**src/rtl/shift_reg_univ_pkg.sv**
```systemverilog
// Shared mode/direction codes and width helper for the universal shift register.
// Imported by the interface, the top and the frame counter.
package shift_reg_univ_pkg;

    typedef enum logic [1:0] {
        SR_HOLD   = 2'b00,
        SR_SHIFT  = 2'b01,
        SR_ROTATE = 2'b10,
        SR_LOAD   = 2'b11
    } sr_mode_e;

    typedef enum logic {
        SR_LEFT  = 1'b0,
        SR_RIGHT = 1'b1
    } sr_dir_e;

    // Counter width large enough to hold the values 0..n
    function automatic int cntWidth(input int n);
        return $clog2(n + 1);
    endfunction

endpackage

```
**src/rtl/shift_reg_univ_if.sv**
```systemverilog
// Control/data bundle of the universal shift register; master drives controls,
// slave (the register) returns contents, serial lane, shift count and frame pulse.
interface shift_reg_univ_if
    import shift_reg_univ_pkg::*;
#(
    parameter int N = 4,
    parameter int W = 1
);
    localparam int CW = cntWidth(N);

    logic            en;
    logic [1:0]      mode;
    logic            dir;
    logic [W-1:0]    din;
    logic [N*W-1:0]  load;
    logic [N*W-1:0]  q;
    logic [W-1:0]    dout;
    logic [CW-1:0]   cnt;
    logic            frame_done;

    modport master (
        output en, mode, dir, din, load,
        input  q, dout, cnt, frame_done
    );

    modport slave (
        input  en, mode, dir, din, load,
        output q, dout, cnt, frame_done
    );

endinterface

```
**src/rtl/shift_reg_univ_frame_cnt.sv**
```systemverilog
// Modulo-N shift counter: counts inc strobes, wraps after N of them and
// emits a one-cycle wrap pulse; clr restarts the frame and suppresses the pulse.
module shift_reg_univ_frame_cnt
    import shift_reg_univ_pkg::*;
#(
    parameter int N  = 4,
    parameter int CW = cntWidth(N)
) (
    input  logic          clk,
    input  logic          res_n,
    input  logic          i_inc,
    input  logic          i_clr,
    output logic [CW-1:0] o_cnt,
    output logic          o_wrap
);

    localparam logic [CW-1:0] LAST = CW'(N - 1);

    logic [CW-1:0] r_cnt;
    logic          r_wrap;

    // clr has priority so a load on the last shift of a frame never pulses
    always_ff @(posedge clk or negedge res_n) begin
        if (!res_n) begin
            r_cnt  <= '0;
            r_wrap <= 1'b0;
        end else if (i_clr) begin
            r_cnt  <= '0;
            r_wrap <= 1'b0;
        end else if (i_inc) begin
            if (r_cnt == LAST) begin
                r_cnt  <= '0;
                r_wrap <= 1'b1;
            end else begin
                r_cnt  <= r_cnt + CW'(1);
                r_wrap <= 1'b0;
            end
        end else begin
            r_wrap <= 1'b0;
        end
    end

    assign o_cnt  = r_cnt;
    assign o_wrap = r_wrap;

endmodule

```
**src/rtl/shift_reg_univ.sv**
```systemverilog
// Universal N-stage x W-bit shift register: shift, rotate, parallel load in either
// direction, with a frame counter that pulses after every N shifts.
module shift_reg_univ
    import shift_reg_univ_pkg::*;
#(
    parameter int             N         = 4,
    parameter int             W         = 1,
    parameter logic [N*W-1:0] RESET_VAL = '0
) (
    input  logic             clk,
    input  logic             res_n,
    shift_reg_univ_if.slave  bus
);

    localparam int CW = cntWidth(N);

    logic [N*W-1:0] r_q;
    logic [N*W-1:0] w_q_next;
    logic [N*W-1:0] w_shl;
    logic [N*W-1:0] w_shr;
    logic [N*W-1:0] w_rotl;
    logic [N*W-1:0] w_rotr;
    logic           w_inc;
    logic           w_clr;
    logic [CW-1:0]  w_cnt;
    logic           w_wrap;

    // A single stage has no neighbours: shift takes din, rotate is a no-op
    generate
        if (N == 1) begin : g_single
            assign w_shl  = bus.din;
            assign w_shr  = bus.din;
            assign w_rotl = r_q;
            assign w_rotr = r_q;
        end else begin : g_multi
            assign w_shl  = {r_q[(N-1)*W-1:0], bus.din};
            assign w_shr  = {bus.din, r_q[N*W-1:W]};
            assign w_rotl = {r_q[(N-1)*W-1:0], r_q[N*W-1 -: W]};
            assign w_rotr = {r_q[W-1:0], r_q[N*W-1:W]};
        end
    endgenerate

    always_comb begin
        w_q_next = r_q;
        w_inc    = 1'b0;
        w_clr    = 1'b0;
        if (bus.en) begin
            case (sr_mode_e'(bus.mode))
                SR_HOLD: begin
                    w_q_next = r_q;
                end
                SR_SHIFT: begin
                    w_q_next = (bus.dir == SR_RIGHT) ? w_shr : w_shl;
                    w_inc    = 1'b1;
                end
                SR_ROTATE: begin
                    w_q_next = (bus.dir == SR_RIGHT) ? w_rotr : w_rotl;
                    w_inc    = 1'b1;
                end
                SR_LOAD: begin
                    w_q_next = bus.load;
                    w_clr    = 1'b1;
                end
            endcase
        end
    end

    always_ff @(posedge clk or negedge res_n) begin
        if (!res_n) begin
            r_q <= RESET_VAL;
        end else begin
            r_q <= w_q_next;
        end
    end

    shift_reg_univ_frame_cnt #(
        .N  (N),
        .CW (CW)
    ) u_sr_frame_cnt (
        .clk    (clk),
        .res_n  (res_n),
        .i_inc  (w_inc),
        .i_clr  (w_clr),
        .o_cnt  (w_cnt),
        .o_wrap (w_wrap)
    );

    // dout is the lane that the next shift in the selected direction pushes out
    assign bus.dout       = (bus.dir == SR_RIGHT) ? r_q[W-1:0] : r_q[N*W-1 -: W];
    assign bus.q          = r_q;
    assign bus.cnt        = w_cnt;
    assign bus.frame_done = w_wrap;

endmodule

```
**src/flat_wrapper.sv**
```systemverilog
// flat-port wrapper written by rule: the top's interface ports become plain ports
module shift_reg_univ_flat import shift_reg_univ_pkg::*;
#(
    parameter int             N         = 4,
    parameter int             W         = 1,
    parameter logic [N*W-1:0] RESET_VAL = '0
)
  (clk, res_n, bus_en, bus_mode, bus_dir, bus_din, bus_load, bus_q, bus_dout, bus_cnt, bus_frame_done);
  shift_reg_univ_if #(.N(N), .W(W)) bus_i ();
  input  logic clk;
  input  logic res_n;
  input wire logic [$bits(bus_i.en)-1:0] bus_en;
  input wire logic [$bits(bus_i.mode)-1:0] bus_mode;
  input wire logic [$bits(bus_i.dir)-1:0] bus_dir;
  input wire logic [$bits(bus_i.din)-1:0] bus_din;
  input wire logic [$bits(bus_i.load)-1:0] bus_load;
  output wire logic [$bits(bus_i.q)-1:0] bus_q;
  output wire logic [$bits(bus_i.dout)-1:0] bus_dout;
  output wire logic [$bits(bus_i.cnt)-1:0] bus_cnt;
  output wire logic [$bits(bus_i.frame_done)-1:0] bus_frame_done;
  assign bus_i.en = bus_en;
  assign bus_i.mode = bus_mode;
  assign bus_i.dir = bus_dir;
  assign bus_i.din = bus_din;
  assign bus_i.load = bus_load;
  assign bus_q = bus_i.q;
  assign bus_dout = bus_i.dout;
  assign bus_cnt = bus_i.cnt;
  assign bus_frame_done = bus_i.frame_done;
  shift_reg_univ #(.N(N), .W(W), .RESET_VAL(RESET_VAL)) u_core (.clk(clk), .res_n(res_n), .bus(bus_i));
endmodule
```
**config.mk**
```make
export PLATFORM = sky130hd
export DESIGN_NAME = shift_reg_univ_flat
export DESIGN_NICKNAME = d
export VERILOG_FILES = /design/src/rtl/shift_reg_univ_pkg.sv /design/src/rtl/shift_reg_univ_if.sv /design/src/rtl/shift_reg_univ_frame_cnt.sv /design/src/rtl/shift_reg_univ.sv /design/src/flat_wrapper.sv
export SDC_FILE = /design/constraint.sdc
export NUM_CORES = 1
export LEC_CHECK = 0
export ABC_CLOCK_PERIOD_IN_PS = 1500
export BUFFER_PORTS_ARGS = -buffer_cell sky130_fd_sc_hd__buf_2
export CORE_MARGIN = 4
export CORE_UTILIZATION = 35
export DETAILED_ROUTE_END_ITERATION = 12
export GPL_TIMING_DRIVEN = 0
export SLEW_MARGIN = 20
export SYNTH_ARGS = -nofsm -noshare
export SYNTH_HDL_FRONTEND = slang
export SYNTH_SLANG_ARGS = --single-unit
```
**constraint.sdc**
```tcl
create_clock -name clk -period 1.5 [get_ports clk]
set_input_delay 0.15 -clock clk [delete_from_list [all_inputs] [get_ports clk]]
set_output_delay 0.15 -clock clk [all_outputs]
set_load 0.03 [all_outputs]
```
==> impl_metrics.py, run 1 <==
metrics = {
    "critical_path": {
        "crit_arrival_ps": 1120,
        "critPathMaxStageDelay_ps": 420,
        "crit_chain": "mux2_2, buf_2",
        "slowest_stage": "dfrtp_1",
        "cp_top_family": "flip-flops",
        "path_buf_inv": 1,
        "startpoint_type": "flip-flop",
        "crit_fanout": 5,
        "crit_type": "reg -> out",
        "cp-end-kind": "primary output",
        "crit_required_ps": 1350,
    },
    "yosys": {
        "synth.area.top_cells": "dfrtp_1, ha_1, mux2_2, nor2_1, mux2i_1",
        "synth_edf_count": 0,
        "synthCells": 53,
        "ys_top_cells_by_count": "dfrtp_1, nor2_1, inv_1, ha_1, mux2_2",
        "netlist_area_um2": 542,
        "yosys_register_bits": 8,
        "yosys_warnings": 0,
        "avgSynthCellArea_um2": 10.2,
        "async_reset_ff_share_pct": 100,
        "synth_area_leader_cell": "dfrtp_1",
        "netlist.area_leader.share_pct": 37.0,
        "yosysUniqueCellTypes": 22,
        "synth_nets": 68,
        "ys_seq_area_share_pct": 37.0,
        "synthFlopType": "dfrtp_1",
        "synth_most_common_cell": "dfrtp_1",
    },
    "cts": {
        "cts_tree": "built",
        "h-tree-depth": 1,
        "clock_path_buffers": 2,
        "cts.sink_count": 8,
        "clk_pin_slew_worst_paths_ps": 60,
        "postCtsSetupBuffers": 0,
        "root_buffer": "clkbuf_4",
        "clk_latency_ps": 250,
        "postCtsHoldBufs": 1,
        "numCtsBuffers": 3,
        "cts_resized": 0,
    },
    "timing": {
        "finalMaxSlewViolations": 0,
        "fmax_ghz": 0.790,
        "fin_crit_ps": 1270,
        "hold_violations": 0,
        "fin_tns_setup_ps": 0,
        "clock_skew_ps": 5.68,
        "worstMarginPinSlew_ps": 411,
        "setup_slack_ps": 234,
        "period_share_pct": 84.4,
        "maxSlewHeadroom_pct": 72.5,
        "setup_viol": 0,
        "rsz0062_at_grt": "no",
    },
    "run_status": {
        "outcome": "completed",
    },
    "die": {
        "start_util_pct": 39.2,
        "die_w_um": 47.3,
        "chipHeight_um": 47.3,
        "fp.coreArea_mm2": 0.00138,
        "io_pins": 20,
        "rows": 13,
        "dieArea_mm2": 0.00224,
    },
    "placed_design": {
        "dp_slack_ps": 247,
        "placed_area_um2": 651,
        "numPortBuffers": 18,
        "hpwl_um": 877,
        "place_congestion": 0.713,
    },
    "grt": {
        "grt.total_usage_pct": 12.2,
        "grt_pass1_vias": 389,
        "antenna_found_initial": 0,
        "grt_max_degree": 11,
        "overflow": 0,
        "grt_first_pass_wirelength_um": 1810,
    },
    "routing": {
        "via_per_inst": 5.00,
        "first_iter_violations": 7,
        "highest_layer": "met4",
        "drcViolationCount": 0,
        "routed_wirelength_um": 1120,
        "vias": 450,
        "route.met3.wl_um": 57,
        "wl_per_cell_um": 12.4,
        "wl_met1_um": 546,
        "met2_length_um": 489,
        "antenna_left": 0,
        "drtPass1Iterations": 4,
    },
    "pwr": {
        "peakVddDrop_mv": 0.595,
        "power.switching_uw": 333,
        "leakagePower_uw": 0.000345,
        "power.density_mw_per_mm2": 1220,
        "p_sw_share_pct": 40.1,
        "pwr-share-comb_pct": 43.1,
        "internal_power_uw": 497,
        "clockPowerShare_pct": 19.8,
        "power.share.sequential_pct": 37.1,
    },
    "layout": {
        "fill_cells": 137,
        "diodes": 0,
        "final_area_um2": 683,
        "finalCoreUtilization_pct": 49.4,
        "drive_gt1_share_pct": 38.7,
        "area_growth_pct": 26.1,
        "fin_nets": 92,
    },
    "flow_run": {
        "drv_cap": 0,
    },
    "worst_hold_path": {
        "hp-class": "in -> reg",
    },
}
[layout make-up]
class	instances	area, µm²	share of cell area, %
Tap cell	15	18.8	2.75
Timing Repair Buffer	19	100	14.7
Clock buffer	3	22.5	3.30
Multi-Input combinational cell	38	304	44.5
Inverter	5	18.8	2.75
Sequential cell	8	200	29.3
Buffer	2	18.8	2.75
[worst register-to-register path, cell delays in order, from the launching register on]
cell and delay [ps]:
dfrtp_1 420, mux2_4 270, a221oi_1 280, nor2_1 60
[through the flow]
| step | power [µW] | hold slack (ps) | std cells |
|---|---|---|---|
| after global routing | 907 | 159 | 90 |
| after CTS | 847 | 154 | 90 |
| after global placement | 669 | 3.95 | 86 |
| after floorplan | 568 | -146 | 53 |
| after detailed placement | 672 | 8.96 | 86 |
| final | 831 | 157 | 90 |
[flip-flops by register name (all words and copies together), names as in the netlist]
| signal | cells |
|---|---|
| u_core.u_sr_frame_cnt.o_cnt | 3 |
| u_core.bus.q | 4 |
| u_core.u_sr_frame_cnt.o_wrap | 1 |
[kinds of logic after synthesis]
group | after synthesis | synth area share (%)
adders and majority gates | 4 | 9.24
AOI/OAI and AO/OA | 12 | 17.3
muxes | 7 | 14.8
DFF | 8 | 37.0
and+or+nand+nor | 15 | 14.8
buffers and inverters | 7 | 6.93
[final timing paths]
check,slack (ps),from,end,cells after the start
min,160,bus_load[1],u_core.bus.q[1],3
min reg2reg,540,u_core.u_sr_frame_cnt.o_cnt[2],u_core.u_sr_frame_cnt.o_cnt[2],1
max,230,u_core.bus.q[3],bus_dout,2
max reg2reg,350,u_core.bus.q[3],u_core.bus.q[2],3
min in group asynchronous,270,res_n,u_core.u_sr_frame_cnt.o_cnt[2],2
max in group asynchronous,1050,res_n,u_core.u_sr_frame_cnt.o_cnt[0],2
[routing by layer]
metal	up-vias	track usage, %
met3	2	5.75
met2	11	15.5
li1	238	-
met1	199	16.0
met4	0	8.29
met5	-	0
[power groups by stage]
stage | Combinational, µW | Clock (µW) | Sequential (µW)
floorplan | 172 | 0 | 396
global placement | 357 | 0 | 312
detailed placement | 359 | 0 | 313
CTS | 362 | 176 | 309
global route | 397 | 192 | 319
finish | 358 | 164 | 308
[placed cells by master (no fill, tap or decap)]
master,instances
mux2_2,4
nor3b_1,1
a21o_1,1
a31oi_1,3
a32oi_1,1
or3_1,2
inv_1,5
a21boi_0,1
nor2b_1,2
dlygate4sd3_1,1
o22ai_1,2
a22oi_1,2
clkbuf_4,3
and2_1,1
dfrtp_1,8
nand2b_1,3
mux2i_1,2
nor2_1,6
buf_4,1
a221oi_2,1
ha_1,4
buf_2,18
mux2_4,1
buf_6,1
a221oi_1,1
Power figures use the tool's default switching activity.
==> run 2: changes to the inputs <==
- ABC_AREA: unset -> 1
- ABC_CLOCK_PERIOD_IN_PS: 1500 -> 1100
- clock period: 1.5 -> 1.1 ns (I/O delays scaled with it)
==> run 2 against run 1 <==
Against the previous run: routed wire length up 8.1%; cell area up 5.7%; clock power up 37%; largest cell class unchanged.
==> impl_metrics.py, run 2 <==
metrics = {
    "run_status": {
        "outcome": "completed",
    },
    "layout": {
        "drive_gt1_share_pct": 30.5,
        "fin_cells": 120,
        "diodes": 0,
        "area_growth_pct": 36.7,
        "finalCoreUtilization_pct": 52.8,
        "largest_reg_flops": 4,
        "layout_common_cells": "nand2_1, buf_2, inv_1",
        "fin_nets": 122,
        "final_common_cell": "nand2_1",
    },
    "yosys": {
        "netlist_area_um2": 528,
        "synth_most_common_cell": "nand2_1",
        "synth_nets": 94,
        "netlist.area_leader.share_pct": 37.9,
        "yosys_register_bits": 8,
        "ys_seq_area_share_pct": 37.9,
        "synth_area_leader_cell": "dfrtp_1",
        "yosys_warnings": 0,
        "async_reset_ff_share_pct": 100,
        "avgSynthCellArea_um2": 6.68,
        "yosysUniqueCellTypes": 13,
        "synth_edf_count": 0,
        "synthFlopType": "dfrtp_1",
        "synth.area.top_cells": "dfrtp_1, nand2_1, inv_1, ha_1, nand3_1",
        "ys_top_cells_by_count": "nand2_1, inv_1, dfrtp_1, nand3_1",
        "synthCells": 79,
    },
    "timing": {
        "fmax_ghz": 0.945,
        "period_share_pct": 96.2,
        "clock_skew_ps": 1.40,
        "rsz0062_at_grt": "yes",
        "maxSlewHeadroom_pct": 82.6,
        "hold_violations": 0,
        "finalMaxSlewViolations": 0,
        "setup_viol": 0,
        "fin_crit_ps": 1060,
        "worstMarginPinSlew_ps": 262,
        "setup_slack_ps": 41.5,
    },
    "routing": {
        "routed_wirelength_um": 1210,
        "wl_per_cell_um": 10.1,
        "first_iter_violations": 14,
        "via_per_inst": 4.63,
        "antenna_left": 0,
        "drcViolationCount": 0,
        "vias": 555,
        "drtPass1Iterations": 3,
    },
    "critical_path": {
        "r2r_slack_ps": 70,
        "critPathMaxStageDelay_ps": 410,
        "crit_required_ps": 990,
        "crit_type": "reg -> out",
        "crit_fanout": 3,
        "startpoint_type": "flip-flop",
        "cp-end-kind": "primary output",
        "crit_arrival_ps": 950,
        "slowest_stage": "dfrtp_1",
        "crit_chain": "nand2_2, nand2_1, buf_6",
    },
    "pwr": {
        "power.density_mw_per_mm2": 1560,
        "leakagePower_uw": 0.000450,
        "peakVddDrop_mv": 0.782,
        "total_power_uw": 1120,
    },
    "grt": {
        "grt_max_degree": 9,
        "antenna_found_initial": 0,
        "grt_pass1_vias": 490,
        "overflow": 0,
        "grt.total_usage_pct": 13.0,
        "grt_first_pass_wirelength_um": 1990,
    },
    "placed_design": {
        "hpwl_um": 944,
        "dp_slack_ps": 60.5,
        "place_congestion": 0.766,
        "dp_cells": 113,
        "numPortBuffers": 19,
    },
    "die": {
        "die_w_um": 46.8,
        "start_util_pct": 38.6,
        "fp.coreArea_mm2": 0.00137,
        "chipHeight_um": 46.8,
        "rows": 13,
        "dieArea_mm2": 0.00219,
        "io_pins": 20,
    },
    "cts": {
        "clk_latency_ps": 250,
        "clock_path_buffers": 2,
        "clk_pin_slew_worst_paths_ps": 50,
        "cts_tree": "built",
        "root_buffer": "clkbuf_4",
        "numCtsBuffers": 3,
        "h-tree-depth": 1,
        "cts.sink_count": 8,
    },
    "flow_run": {
        "drv_cap": 0,
    },
    "worst_hold_path": {
        "hp-class": "in -> reg",
    },
}
-- run 2: cell count changes in the layout (fill, tap and decap cells not counted), sizes merged, moves of 4 or more --
cell and delta:
nand2 +33, mux2 -5, a21oi +4, nand3 +5, inv +11
-- run 2: report_power, final --
part,switching [µW],internal (µW)
Clock,99.1,125
Sequential,53.1,354
Combinational,312,181
-- run 2: worst paths after layout --
check / start / end / depth (start not counted)
worst max-delay path: u_core.bus.q[0] / bus_dout / 3
worst min-delay path: bus_load[2] / u_core.bus.q[2] / 3
worst max register to register: u_core.bus.q[0] / u_core.bus.q[3] / 8
worst min register to register: u_core.u_sr_frame_cnt.o_cnt[2] / u_core.u_sr_frame_cnt.o_cnt[2] / 1
max in group asynchronous: res_n / u_core.u_sr_frame_cnt.o_wrap / 2
min in group asynchronous: res_n / u_core.bus.q[0] / 2
-- run 2: kinds of logic (layout without fill, tap and decap cells) --
family / after synthesis / count (layout) / synth area share, %
compound gates: 8 / 8 / 8.53
simple gates: 43 / 43 / 32.7
buf+inv: 16 / 42 / 11.4
flops: 8 / 8 / 37.9
fa+ha+maj: 4 / 4 / 9.48
-- run 2: what timing repair did --
item,in CTS,in global routing
setup buffers,2,1
hold endpoints to repair,8,0
gates resized for setup,2,6
pin swaps,1,2
hold buffers,1,0
endpoints found under the setup margin,1,2
-- run 2: area by class of cell --
class                   count  area (µm²)
inverters                  16        60.1
fillers                   137         644
repair buffers             23         138
clock buffers               3        22.5
well taps                  15        18.8
multi-input cells          55         283
flip-flops and latches      8         200
-- run 2: layer usage --
layer	up-vias	share of wire [%]	GRT usage [%]
li1	295	-	-
met1	246	49	16.8
met2	12	45	19.8
met3	2	5.8	5.75
met4	0	0.50	3.31
met5	-	0	0
-- run 2: through the flow --
stage                     hold slack [ps]  cell area (µm²)  TNS, ps
after floorplan                      -186              528        0
after global placement              -36.9              642        0
after detailed placement            -37.8              642        0
after CTS                             167              696        0
after global routing                  191              722    -10.6
final                                 172              722        0
-- run 2: critical path: cells and delay by family, from the launching register on --
kind                   cells  cell delay, ps
DFF                        1             410
and+or+nand+nor            2             150
buffers and inverters      1             130
